### src/rtl/cpu_pkg.sv
// Shared types and constants for the 16-bit accumulator machine controller:
// sequencer states, opcodes, ALU codes and the control strobe bundle.
package cpu_pkg;

  typedef enum logic [3:0] {
    S_IDLE, S_FETCH0, S_FETCH1, S_FETCH2, S_DECODE,
    S_MEMWAIT, S_EXEC, S_STORE, S_HALTED
  } state_e;

  localparam logic [3:0] OP_HALT  = 4'h0;
  localparam logic [3:0] OP_LOAD  = 4'h1;
  localparam logic [3:0] OP_STORE = 4'h2;
  localparam logic [3:0] OP_ADD   = 4'h3;
  localparam logic [3:0] OP_SUB   = 4'h4;
  localparam logic [3:0] OP_AND   = 4'h5;
  localparam logic [3:0] OP_OR    = 4'h6;
  localparam logic [3:0] OP_XOR   = 4'h7;
  localparam logic [3:0] OP_SHL   = 4'h8;
  localparam logic [3:0] OP_SHR   = 4'h9;
  localparam logic [3:0] OP_JUMP  = 4'hA;
  localparam logic [3:0] OP_JZ    = 4'hB;
  localparam logic [3:0] OP_JNZ   = 4'hC;

  localparam logic [3:0] ALU_ADD = 4'b0000;
  localparam logic [3:0] ALU_SUB = 4'b0001;
  localparam logic [3:0] ALU_SHL = 4'b0100;
  localparam logic [3:0] ALU_SHR = 4'b0101;
  localparam logic [3:0] ALU_AND = 4'b1000;
  localparam logic [3:0] ALU_OR  = 4'b1001;
  localparam logic [3:0] ALU_XOR = 4'b1010;
  localparam logic [3:0] ALU_NOP = 4'b0000;

  localparam int OPC_W  = 4;
  localparam int ADDR_LO = 0;

  typedef struct packed {
    logic       mar_write;
    logic       mar_src;
    logic       ir_write;
    logic       pc_inc;
    logic       pc_load;
    logic       acc_write;
    logic       acc_src;
    logic [3:0] alu_op;
    logic       mem_write;
  } ctrl_t;

  function automatic logic [3:0] alu_code(input logic [3:0] op);
    case (op)
      OP_ADD:  return ALU_ADD;
      OP_SUB:  return ALU_SUB;
      OP_AND:  return ALU_AND;
      OP_OR:   return ALU_OR;
      OP_XOR:  return ALU_XOR;
      OP_SHL:  return ALU_SHL;
      OP_SHR:  return ALU_SHR;
      default: return ALU_NOP;
    endcase
  endfunction

endpackage

### src/rtl/ctrl_decode.sv
// Combinational next-state and strobe decode for the sequencer; outputs depend
// on state and opcode only, except pc_load on conditional jumps.
module ctrl_decode
  import cpu_pkg::*;
(
  input  state_e     state,
  input  logic       start,
  input  logic [3:0] opcode,
  input  logic       acc_zero,
  output ctrl_t      ctrl,
  output state_e     state_nxt,
  output logic       set_illegal,
  output logic       clr_illegal,
  output logic       cnt_inc
);

  always_comb begin
    ctrl        = '0;
    state_nxt   = state;
    set_illegal = 1'b0;
    clr_illegal = 1'b0;
    cnt_inc     = 1'b0;
    case (state)
      S_IDLE:   if (start) state_nxt = S_FETCH0;
      S_FETCH0: begin
        ctrl.mar_write = 1'b1;
        state_nxt      = S_FETCH1;
      end
      S_FETCH1: state_nxt = S_FETCH2;
      S_FETCH2: begin
        ctrl.ir_write = 1'b1;
        ctrl.pc_inc   = 1'b1;
        cnt_inc       = 1'b1;
        state_nxt     = S_DECODE;
      end
      S_DECODE: begin
        state_nxt = S_FETCH0;
        case (opcode)
          OP_LOAD, OP_ADD, OP_SUB, OP_AND, OP_OR, OP_XOR: begin
            ctrl.mar_write = 1'b1;
            ctrl.mar_src   = 1'b1;
            state_nxt      = S_MEMWAIT;
          end
          OP_STORE: begin
            ctrl.mar_write = 1'b1;
            ctrl.mar_src   = 1'b1;
            state_nxt      = S_STORE;
          end
          OP_SHL, OP_SHR: begin
            ctrl.acc_write = 1'b1;
            ctrl.alu_op    = alu_code(opcode);
          end
          OP_JUMP: ctrl.pc_load = 1'b1;
          OP_JZ:   ctrl.pc_load = acc_zero;
          OP_JNZ:  ctrl.pc_load = ~acc_zero;
          OP_HALT: state_nxt = S_HALTED;
          default: begin
            set_illegal = 1'b1;
            state_nxt   = S_HALTED;
          end
        endcase
      end
      S_MEMWAIT: state_nxt = S_EXEC;
      S_EXEC: begin
        ctrl.acc_write = 1'b1;
        // LOAD takes memory data directly; the rest go through the ALU
        if (opcode == OP_LOAD) ctrl.acc_src = 1'b1;
        else                   ctrl.alu_op  = alu_code(opcode);
        state_nxt = S_FETCH0;
      end
      S_STORE: begin
        ctrl.mem_write = 1'b1;
        state_nxt      = S_FETCH0;
      end
      S_HALTED: if (start) begin
        clr_illegal = 1'b1;
        state_nxt   = S_FETCH0;
      end
      default: state_nxt = S_IDLE;
    endcase
  end

endmodule

### src/rtl/control_unit.sv
// Fetch/decode/execute sequencer: state register, sticky illegal flag and a
// saturating retired-instruction counter around the ctrl_decode block.
module control_unit
  import cpu_pkg::*;
#(
  parameter int ADDR_W = 12,
  parameter int CNT_W  = 16
) (
  input  logic             clk,
  input  logic             reset_n,
  input  logic             start,
  input  logic [15:0]      ir,
  input  logic             acc_zero,
  output logic             mar_write,
  output logic             mar_src,
  output logic             ir_write,
  output logic             pc_inc,
  output logic             pc_load,
  output logic             acc_write,
  output logic             acc_src,
  output logic [3:0]       alu_op,
  output logic             mem_write,
  output logic             busy,
  output logic             halted,
  output logic             illegal,
  output logic [CNT_W-1:0] instr_count
);

  state_e state, state_nxt;
  ctrl_t  ctrl;
  logic   set_illegal, clr_illegal, cnt_inc;
  logic   unused_addr;

  // The address field is consumed by the datapath, not here
  assign unused_addr = ^ir[ADDR_W-1:ADDR_LO];

  ctrl_decode u_dec (
    .state       (state),
    .start       (start),
    .opcode      (ir[ADDR_W +: OPC_W]),
    .acc_zero    (acc_zero),
    .ctrl        (ctrl),
    .state_nxt   (state_nxt),
    .set_illegal (set_illegal),
    .clr_illegal (clr_illegal),
    .cnt_inc     (cnt_inc)
  );

  always_ff @(posedge clk or negedge reset_n) begin
    if (!reset_n) begin
      state       <= S_IDLE;
      illegal     <= 1'b0;
      instr_count <= '0;
    end else begin
      state <= state_nxt;
      if (clr_illegal)      illegal <= 1'b0;
      else if (set_illegal) illegal <= 1'b1;
      if (cnt_inc && instr_count != '1) instr_count <= instr_count + CNT_W'(1);
    end
  end

  assign mar_write = ctrl.mar_write;
  assign mar_src   = ctrl.mar_src;
  assign ir_write  = ctrl.ir_write;
  assign pc_inc    = ctrl.pc_inc;
  assign pc_load   = ctrl.pc_load;
  assign acc_write = ctrl.acc_write;
  assign acc_src   = ctrl.acc_src;
  assign alu_op    = ctrl.alu_op;
  assign mem_write = ctrl.mem_write;
  assign halted    = (state == S_HALTED);
  assign busy      = (state != S_IDLE) && (state != S_HALTED);

endmodule

### config.mk
export PLATFORM = sky130hd
export DESIGN_NAME = control_unit
export DESIGN_NICKNAME = d
export VERILOG_FILES = /design/src/rtl/cpu_pkg.sv /design/src/rtl/ctrl_decode.sv /design/src/rtl/control_unit.sv
export SDC_FILE = /design/constraint.sdc
export NUM_CORES = 1
export LEC_CHECK = 0
export CAP_MARGIN = 30
export CORE_ASPECT_RATIO = 1.2
export CORE_MARGIN = 2
export CORE_UTILIZATION = 46
export CTS_CLUSTER_DIAMETER = 80
export DETAILED_ROUTE_END_ITERATION = 10
export GPL_TIMING_DRIVEN = 0
export HOLD_SLACK_MARGIN = 0.12
export PLACE_DENSITY = 0.84
export SLEW_MARGIN = 20
export SYNTH_ARGS = -nofsm -noshare
export SYNTH_HDL_FRONTEND = slang
export SYNTH_HIERARCHICAL = 1
export SYNTH_SLANG_ARGS = --single-unit
### constraint.sdc
create_clock -name clk -period 3.47 [get_ports clk]
set_clock_uncertainty 0.15 [all_clocks]
set_input_delay 0.5205 -clock clk [delete_from_list [all_inputs] [get_ports clk]]
set_output_delay 0.5205 -clock clk [all_outputs]
set_load 0.02 [all_outputs]
==> results of run 1 <==
-- stage by stage --
| stage | power, mW | cells | util (%) | worst slack [ns] | hold WS, ns |
|---|---|---|---|---|---|
| after global routing | 1.04 | 214 | 64.4 | 0.00623 | 0.396 |
| after global placement | 0.846 | 209 | 63.0 | 0.137 | 0.335 |
| after CTS | 0.979 | 213 | 64.0 | 0.0894 | 0.379 |
| final | 0.977 | 214 | 64.4 | 0.0763 | 0.369 |
| after floorplan | 0.662 | 137 | - | 1.18 | 0.0749 |
| after detailed placement | 0.866 | 209 | 63.0 | 0.0978 | 0.354 |
-- logic make-up (layout without fill, tap and decap cells) --
| logic type | count (synthesis) | after routing |
|---|---|---|
| compound gates | 16 | 16 |
| xor+xnor | 13 | 13 |
| fa+ha+maj | 1 | 1 |
| buf+inv | 12 | 55 |
| flops | 21 | 21 |
| mux | 2 | 2 |
| simple gates | 72 | 72 |
-- worst min-delay path by stage --
stage                            endpoint  slack (ns)
after floorplan                   illegal        0.07
after global placement            illegal        0.33
after detailed placement          illegal        0.35
after CTS                         illegal        0.38
after global routing      instr_count[15]        0.40
final                             illegal        0.37
-- power groups by stage --
stage / logic (mW) / clock network, mW / registers [mW]
final: 0.500 / 0.116 / 0.361
after global routing: 0.541 / 0.128 / 0.371
after CTS: 0.501 / 0.117 / 0.362
after detailed placement: 0.499 / 0 / 0.367
after global placement: 0.485 / 0 / 0.361
after floorplan: 0.265 / 0 / 0.396
-- worst max-delay path, cell delays in order --
cell and delay (ns):
clkdlybuf4s50_1 0.54, or3b_1 0.46, or4b_1 0.48, o21ai_0 0.10, clkdlybuf4s50_1 0.63
-- flip-flops by register name, indices dropped and copies added, names as in the netlist --
register     flops
state            4
illegal          1
instr_count     16
-- metal layers --
metal  wire, µm  track usage (%)
met1       1170             23.7
met2       1570             34.5
met3        176             1.92
met4         57             5.77
met5          0                0
-- layout make-up --
| type | instances | area [µm²] | area share, % |
|---|---|---|---|
| Timing Repair Buffer | 39 | 392 | 22.2 |
| Tap cell | 34 | 42.5 | 2.42 |
| Clock buffer | 4 | 26.3 | 1.49 |
| Multi-Input combinational cell | 104 | 694 | 39.4 |
| Sequential cell | 21 | 526 | 29.9 |
| Buffer | 6 | 57.6 | 3.27 |
| Inverter | 6 | 22.5 | 1.28 |
-- layout by cell type (no fill, tap or decap), types with 2 or more instances in the layout --
master / instances
nand3_1: 6
buf_4: 2
or3_1: 3
nand4b_1: 2
nor2b_1: 3
nor3_1: 7
nand2_1: 9
xor2_1: 7
buf_6: 2
nor4b_1: 2
inv_1: 6
nand2b_1: 2
nand4_1: 4
xnor2_1: 6
a21oi_1: 3
nor3b_1: 2
clkbuf_8: 2
nor2_1: 17
dfrtp_1: 21
clkdlybuf4s50_1: 38
clkbuf_4: 3
clkbuf_1: 2
and3_1: 3
o21ai_0: 4
nor4_1: 2
==> metrics.cfg, run 1 <==
[setup_path]
reg2reg_depth = 7
timing.rr.end = instr_count[15]
crit_required_ns = 2.80
path_max_fanout = 8
crit_end = alu_op[0]
arrival_ns = 2.72
crit_type = in -> out
reg2reg_setup_slack_ns = 0.90
startpoint_type = input port
critPathLaunch = ir[13]
critical_path.endpoint_type = output pin
reg2reg_from = state[0]

[route]
ant_nets = 0
first_pass_iters = 4
drt-initial-drc-count = 25
vias = 1184
viasPerCell = 5.53
drc = 0
routedWlPerCell_um = 13.9
drt_wl_total_um = 2980

[global_routing]
grt.overflow.total = 0
grt_pass1_vias = 1162
grt_max_degree = 22
antenna_found_initial = 0
grtUsageTotal_pct = 19.3
grt_pass1_wl_um = 4950

[timing]
setup_viol = 0
period_share_pct = 97.8
max_freq_ghz = 0.295
tightest_slew_ns = 0.626
timing.setup.tns_ns = 0
fin_crit_ns = 3.39
relSlewSlack_pct = 58.0
timing_hold_violations_final = 0
rsz0062_at_grt = no
slew_viol_final = 0

[clocking]
clk_pin_slew_worst_paths_ns = 0.11
htreeDepth = 1
insertion_delay_ns = 0.30
cts_sinks = 21
clockBufferDepth = 2
cts_root_buf = clkbuf_4
holdBufCountCts = 0
post_cts_buffers = 0
cts-buffers-inserted = 3
cts_resized = 0
tritoncts = done

[power]
power_density_nw_per_um2 = 555
switching_share_pct = 40.0
power.switching_uw = 391
clockPowerShare_pct = 11.9
peakVddDrop_uv = 422
combPwrFrac_pct = 51.2
pwr-share-seq_pct = 36.9
power.internal_uw = 586
p_leak_nw = 0.764

[cells_and_area]
layout.nets = 202
drive_gt1_share_pct = 8.33
syn2layout_area_growth_pct = 35.4
fin_area_um2 = 1760
num_antenna_cells = 0
n_fill_cell = 247

[logic_synthesis]
synthArstFlopShare_pct = 100
ys_ff_latch = 21
yosys.area.top_type = dfrtp_1
synth_top_family_by_area = simple AND/OR/NAND/NOR gates
synth_most_common_cell = dfrtp_1
syn_nets = 158
synth_common_cells = dfrtp_1, nor2_1, nand2_1
synth_xor_area_share_pct = 8.76
seq_area_frac_synth_pct = 40.4
synth-simple-area-share_pct = 34.1
synth-compound-area-share_pct = 7.99
synth.area.top_cells = dfrtp_1, nor2_1, xor2_1
synth_fa_ha_area_share_pct = 0.962
netlist_area_um2 = 1300
ys_types = 45
synth.area.mux_share_pct = 1.64
synth_warnings = 6
synth_top_area_share_pct = 40.4
synth_edf_count = 0
synthCells = 137
synthFlopType = dfrtp_1
synth_area_per_cell_um2 = 9.49

[floorplan]
initial_utilization_pct = 47.6
ios = 51
fp.dieW_um = 52.5
dieArea_um2 = 3270
rows = 21
core_um2 = 2730
die_h_um = 62.2

[placed_design]
portBuffers = 38
place_congestion = 0.857
dp.final_hpwl_um = 2270
place_area_um2 = 1720

[job]
maxCapViolations = 0

[worst_hold_path]
min_from = illegal
hold_path_class = reg -> reg
min_path_cells = 2

[run_status]
status = completed

(Power assumes the default switching activity.)
==> run 2: changes to the inputs <==
--- a/config.mk
+++ b/config.mk
@@ -10,6 +10,7 @@
 export CORE_MARGIN = 2
 export CORE_UTILIZATION = 46
 export CTS_CLUSTER_DIAMETER = 80
+export CTS_CLUSTER_SIZE = 30
 export DETAILED_ROUTE_END_ITERATION = 10
 export GPL_TIMING_DRIVEN = 0
 export HOLD_SLACK_MARGIN = 0.12
==> results of run 2 <==
Same layout as run 1: the final DEF is identical, and so are final timing and power.
